<file path="src/rtl/timer_setter.sv">
// timer_setter: front-panel entry controller for the hour/min/sec timer.
// Turns button presses into a bounded preset, then runs the write/start
// handshake into the timer and waits out the run on buzy_n.
module timer_setter #(
   parameter int unsigned WIDTH      = 16,
   parameter int unsigned HOUR_MAX   = 99,
   parameter int unsigned REPEAT_DLY = 4,
   parameter int unsigned REPEAT_PER = 2,
   parameter int unsigned START_TO   = 8
) (
   input  logic             clk,
   input  logic             cut_n,
   input  logic             btn_mode,
   input  logic             btn_inc,
   input  logic             btn_dec,
   input  logic             btn_clr,
   input  logic             btn_go,
   input  logic             sw_up,
   input  logic             buzy_n,
   output logic [WIDTH-1:0] insec,
   output logic [WIDTH-1:0] inmin,
   output logic [WIDTH-1:0] inhour,
   output logic             up,
   output logic             write,
   output logic             start,
   output logic [1:0]       sel,
   output logic             running,
   output logic             err
);

   localparam int unsigned RCW = $clog2(REPEAT_DLY + 1);
   localparam int unsigned TCW = $clog2(START_TO + 1);
   localparam logic [WIDTH-1:0] MS_MAX = WIDTH'(59);
   localparam logic [WIDTH-1:0] HR_MAX = WIDTH'(HOUR_MAX);

   typedef enum logic [1:0] {S_EDIT, S_WRITE, S_START, S_RUN} state_t;

   state_t           state;
   logic [4:0]       btn_prev;     // {go, clr, mode, inc, dec}
   logic [RCW-1:0]   inc_cnt;
   logic [RCW-1:0]   dec_cnt;
   logic [TCW-1:0]   to_cnt;
   logic             seen_low;

   logic             go_edge_c, clr_edge_c, mode_edge_c, inc_edge_c, dec_edge_c;
   logic             both_c, inc_step_c, dec_step_c, all_zero_c;
   logic [RCW-1:0]   inc_nxt_c, dec_nxt_c;
   logic [WIDTH-1:0] sel_max_c;

   function automatic logic [WIDTH-1:0] step_up(input logic [WIDTH-1:0] v,
                                                input logic [WIDTH-1:0] mx);
      return (v >= mx) ? '0 : v + WIDTH'(1);
   endfunction

   function automatic logic [WIDTH-1:0] step_dn(input logic [WIDTH-1:0] v,
                                                input logic [WIDTH-1:0] mx);
      return (v == '0 || v > mx) ? mx : v - WIDTH'(1);
   endfunction

   // Edge detection, auto-repeat strobes and launch qualification
   always_comb begin
      go_edge_c   = btn_go   & ~btn_prev[4];
      clr_edge_c  = btn_clr  & ~btn_prev[3];
      mode_edge_c = btn_mode & ~btn_prev[2];
      inc_edge_c  = btn_inc  & ~btn_prev[1];
      dec_edge_c  = btn_dec  & ~btn_prev[0];
      both_c      = btn_inc & btn_dec;
      inc_nxt_c   = inc_cnt + RCW'(1);
      dec_nxt_c   = dec_cnt + RCW'(1);
      inc_step_c  = ~both_c & (inc_edge_c |
                    (btn_inc & btn_prev[1] & (inc_nxt_c == RCW'(REPEAT_DLY))));
      dec_step_c  = ~both_c & (dec_edge_c |
                    (btn_dec & btn_prev[0] & (dec_nxt_c == RCW'(REPEAT_DLY))));
      all_zero_c  = (insec == '0) && (inmin == '0) && (inhour == '0);
      sel_max_c   = (sel == 2'd2) ? HR_MAX : MS_MAX;
   end

   // Main controller: editing, handshake sequencing and run supervision
   always_ff @(posedge clk or posedge cut_n) begin
      if (cut_n) begin
         state    <= S_EDIT;
         btn_prev <= '0;
         inc_cnt  <= '0;
         dec_cnt  <= '0;
         to_cnt   <= '0;
         seen_low <= 1'b0;
         insec    <= '0;
         inmin    <= '0;
         inhour   <= '0;
         up       <= 1'b0;
         write    <= 1'b0;
         start    <= 1'b0;
         sel      <= 2'd0;
         running  <= 1'b0;
         err      <= 1'b0;
      end else begin
         btn_prev <= {btn_go, btn_clr, btn_mode, btn_inc, btn_dec};
         write    <= 1'b0;
         start    <= 1'b0;
         err      <= 1'b0;

         // Repeat counters: restart on edge, reload by one period after each repeat step
         if (state != S_EDIT || !btn_inc || both_c || inc_edge_c) inc_cnt <= '0;
         else if (inc_nxt_c == RCW'(REPEAT_DLY)) inc_cnt <= RCW'(REPEAT_DLY - REPEAT_PER);
         else inc_cnt <= inc_nxt_c;

         if (state != S_EDIT || !btn_dec || both_c || dec_edge_c) dec_cnt <= '0;
         else if (dec_nxt_c == RCW'(REPEAT_DLY)) dec_cnt <= RCW'(REPEAT_DLY - REPEAT_PER);
         else dec_cnt <= dec_nxt_c;

         case (state)
            S_EDIT: begin
               up <= sw_up;
               if (go_edge_c) begin
                  if (!buzy_n || (!sw_up && all_zero_c)) begin
                     err <= 1'b1;
                  end else begin
                     state   <= S_WRITE;
                     write   <= 1'b1;
                     running <= 1'b1;
                  end
               end else if (clr_edge_c) begin
                  insec  <= '0;
                  inmin  <= '0;
                  inhour <= '0;
               end else if (mode_edge_c) begin
                  sel <= (sel >= 2'd2) ? 2'd0 : sel + 2'd1;
               end else if (inc_step_c || dec_step_c) begin
                  case (sel)
                     2'd0:    insec  <= inc_step_c ? step_up(insec,  sel_max_c) : step_dn(insec,  sel_max_c);
                     2'd1:    inmin  <= inc_step_c ? step_up(inmin,  sel_max_c) : step_dn(inmin,  sel_max_c);
                     2'd2:    inhour <= inc_step_c ? step_up(inhour, sel_max_c) : step_dn(inhour, sel_max_c);
                     default: ;
                  endcase
               end
            end
            S_WRITE: begin
               if (!buzy_n) begin
                  state   <= S_EDIT;
                  err     <= 1'b1;
                  running <= 1'b0;
               end else begin
                  state <= S_START;
                  start <= 1'b1;
               end
            end
            S_START: begin
               state    <= S_RUN;
               to_cnt   <= '0;
               seen_low <= 1'b0;
            end
            S_RUN: begin
               if (!buzy_n) begin
                  seen_low <= 1'b1;
               end else if (seen_low) begin
                  state   <= S_EDIT;
                  running <= 1'b0;
               end else if (to_cnt == TCW'(START_TO - 1)) begin
                  state   <= S_EDIT;
                  err     <= 1'b1;
                  running <= 1'b0;
               end else begin
                  to_cnt <= to_cnt + TCW'(1);
               end
            end
            default: begin
               state   <= S_EDIT;
               running <= 1'b0;
            end
         endcase
      end
   end

endmodule

</file>
<file path="config.mk">
export PLATFORM = sky130hd
export DESIGN_NAME = timer_setter
export DESIGN_NICKNAME = d
export VERILOG_FILES = /design/src/rtl/timer_setter.sv
export SDC_FILE = /design/constraint.sdc
export NUM_CORES = 1
export LEC_CHECK = 0
export ABC_AREA = 1
export BUFFER_PORTS_ARGS = -buffer_cell sky130_fd_sc_hd__buf_2
export CAP_MARGIN = 30
export CORE_ASPECT_RATIO = 0.7
export CORE_UTILIZATION = 55
export CTS_CLUSTER_SIZE = 10
export DETAILED_ROUTE_END_ITERATION = 8
export PLACE_DENSITY = 0.86
export SYNTH_ARGS = -nofsm -noshare
export SYNTH_HDL_FRONTEND = slang
export SYNTH_SLANG_ARGS = --single-unit
</file>
<file path="constraint.sdc">
create_clock -name clk -period 3 [get_ports clk]
set_input_delay 0.45 -clock clk [delete_from_list [all_inputs] [get_ports clk]]
set_output_delay 0.45 -clock clk [all_outputs]
set_load 0.005 [all_outputs]
</file>
==> results.md <==
* Status: finished, final reports clean
* Global-route wire length before repair at 23800 um
* GRT Overall Usage at 29.3%
* Cell seen most often among critical-path stages: nand2_2
* Worst EP required at about 3.3 ns
* HP Start: btn_clr
* Die area at 0.0103 sq mm
* # port buffers at 63
* Die span in y at 85.1 um
* Fin crit period at 2.60 ns
* Post-synthesis cell area at ~0.0054 sq mm
* CTS tree: built
* Largest family of logic cells by synthesized area: simple AND/OR/NAND/NOR gates
* Fmax at 384 MHz
* Post-synthesis instance total at 787
* Synthesized area per cell at 6.89 sq um
* Max_cap viols at 0
* Synth warn at 0
* Arr. time, crit path at 2.88 ns
* Layout area overhead at 12.4%
* DRT iter0 DRCs at between 500 and 600
* Fin. max-slew vios at 0
* Vias per inst at 5.46
* Post-synthesis xor/xnor area fraction at 4.84%
* Setup violators final at 0
* Worst-path clk slew at 0.06 ns
* Worst-path maximum fanout at 22
* Clock root cell: clkbuf_16
* 1st-pass router iterations at 5
* Yosys cell types at between 40 and 50
* DRC viols at 0
* Simple-gate share of the synthesized area at 42.1%
* Net Switching at 3.38 mW
* Final design utilization at 65.4%
* CTS Hold Bufs at 0
* Routed WL per cell at around 14 um
* Row cnt at 29
* Sink Count at 73
* Initial Util at 58.2%
* Setup TNS Final at 0 ns
* CP cell instances: ha_1 > inv_1 > nand2_1 > nand3_2 > nand2_2 > nand2_2 > nand3_2 > nand2_2 > inv_1 > nand2_1 > inv_1 > nand2_2 > inv_2 > nor2_2
* Sequential Power Share at 27.3%
* Synth Register Bits at 73
* CP endpoint kind: flop
* Final period util at 86.8%
* CP max-delay cell: dfrtp_1
* CTS Buffer Depth at 2
* Clock Latency Late Sink at 0.34 ns
* Number of nets with antenna violations after routing at 0
* Compound-Gate Fraction of Synth Area at 6.41%
* Total grt overflow at 0
* Setup Skew at 0.00358 ns
* Hold WC Path Type: in2reg
* Core Area at 0.00933 sq mm
* Post-Syn Nets at 813
* Drt total wl at 13800 um
* Mux share of post-synthesis cell area at 0%
* Clock power share at 16.8%
* Die X at 121 um
* IO Pins at between 60 and 70
* Reg-to-reg critical path startpoint: inc_cnt[0]
* Slew headroom at 59.3%
* CTS resizes at 0
* Routability cong. at 0.934
* Worst Setup Start Kind: flop
* Worst-case vdd ir drop at approximately 540 uV
* CP peak stage delay at 0.40 ns
* H-Tree Depth at 3
* Post-DP HPWL at 10000 um
* Post-Place Cells at 957
* Antenna Cells at 0
* Least-Margin Pin Slew at 0.610 ns
* CP Class: reg2reg
* Share of cells above drive strength 1 at between 10% and 20%
* Maximum number of pins on one net before global-route repair at between 40 and 50
* Internal cell power at 3.38 mW
* Cts bufs inserted at 9
* Register area share after synthesis at between 30 and 40%
* Post CTS Setup Buffer Count at 0
* Pwr/cell area at about 1100 mW/mm^2
* Worst Setup SP: inc_cnt[0]
* Leakage at 3.27 nW
* Via count at between 5000 and 6000
* Vias in the first global route at between 4000 and 5000
* Post-synth top flop: dfrtp_1
* Final std cells w/o fill at 972
* Combinational share of power at a little under three fifths
* Overall power at just under 7 mW
* Final hold vios at 0
* Sw Share at 50.0%
* Adder-cell share of the synthesized area at about 4%
* Post-synth ARST share at 100%
* Initial antenna violation count at 0
* RSZ-0062 raised after global routing: no
* EDFF count, synth at 0
* Nets at 870
-- metal layers --
metal / GRT usage (%) / wire, um
met5: 0 / 0
met4: 7.52 / 170
met3: 5.71 / 1210
met2: 42.9 / 5870
met1: 44.2 / 6550
-- path summary, 6_finish.rpt --
check / slack, ns / cells after the start / endpoint
worst max register to register: 0.40 / 14 / inmin[9]
worst min-delay path: 0.24 / 1 / btn_prev[3]
worst max-delay path: 0.40 / 14 / inmin[9]
min in group asynchronous: 0.26 / 3 / to_cnt[0]
max in group asynchronous: 1.96 / 4 / inhour[10]
worst min register to register: 0.46 / 1 / to_cnt[3]
-- synthesized netlist by cell type (all sizes together) (4+ instances only) --
cell,count,area [sq um]
dfrtp,73,1830
nand3,82,435
nor2,121,539
nand3b,4,30.0
nor3,14,75.1
o21ai,38,194
inv,87,329
nand2,246,1050
nand4,19,119
or2,4,25.0
xor2,28,245
buf,19,133
ha,17,213
a21oi,18,105
-- layout by cell type (no fill, tap or decap), drive strengths merged --
cell type	netlist	final
clkinv	3	5
o211ai	1	1
xnor2	2	2
clkinvlp	0	1
o21a	1	1
nand4	19	19
nand3b	4	4
nand3	82	82
o21ai	38	38
nand2	246	246
o21bai	1	1
o22ai	3	3
nor3b	2	2
inv	87	87
nor3	14	14
a21oi	18	18
clkbuf	3	10
xor2	28	28
or2	4	4
a211oi	1	1
buf	19	68
ha	17	17
dfrtp	73	73
bufinv	0	2
nor2	121	121
-- power by group through the flow --
stage / sequential [mW] / combinational (mW) / clock [mW]
2_1_floorplan: 1.65 / 2.94 / 0
4_1_cts: 1.83 / 3.73 / 1.15
5_1_grt: 1.90 / 4.26 / 1.19
6_report: 1.85 / 3.78 / 1.14
3_3_place_gp: 1.84 / 3.62 / 0
3_5_place_dp: 1.84 / 3.68 / 0
-- worst max-delay path: cells and delay by family (launching register included) --
kind / cells / cell delay, ns
fa+ha+maj: 1 / 0.22
buf+inv: 4 / 0.34
simple gates: 9 / 1.56
flops: 1 / 0.40
-- final cells by class --
cell class                 instances  area (sq um)
timing repair buffer              68           353
inverter                          90           345
clock inverter                     5          81.3
multi-input combinational        602          3110
clock buffer                      10           229
tap                              124           155
sequential                        73          1830
fill                             820          3230
-- cells by family (layout without fill, tap and decap cells) --
| group | Yosys count | count (layout) |
|---|---|---|
| flip-flops | 73 | 73 |
| adder cells (fa/ha/maj) | 17 | 17 |
| AO/OA/AOI/OAI | 63 | 63 |
| AND/OR/NAND/NOR | 492 | 492 |
| buffers and inverters | 112 | 173 |
| XOR/XNOR | 30 | 30 |
-- state kept, by name (all words and copies together), names as in the netlist, 2 cells and up, named ones only --
| register | cells |
|---|---|
| inhour | 16 |
| inmin | 16 |
| insec | 16 |
| btn_prev | 5 |
| to_cnt | 4 |
| dec_cnt | 3 |
| inc_cnt | 3 |
| sel | 2 |
-- metrics by stage --
step | hold WS (ns) | worst slack (ns) | cell area, sq um
after floorplan | 0.433 | 0.697 | 5430
after global placement | 0.450 | 0.637 | 5790
after detailed placement | 0.455 | 0.489 | 5790
after CTS | 0.234 | 0.429 | 6100
after global routing | 0.239 | 0.154 | 6100
final | 0.242 | 0.396 | 6100
Note: power is estimated with default switching activity, not from simulation.
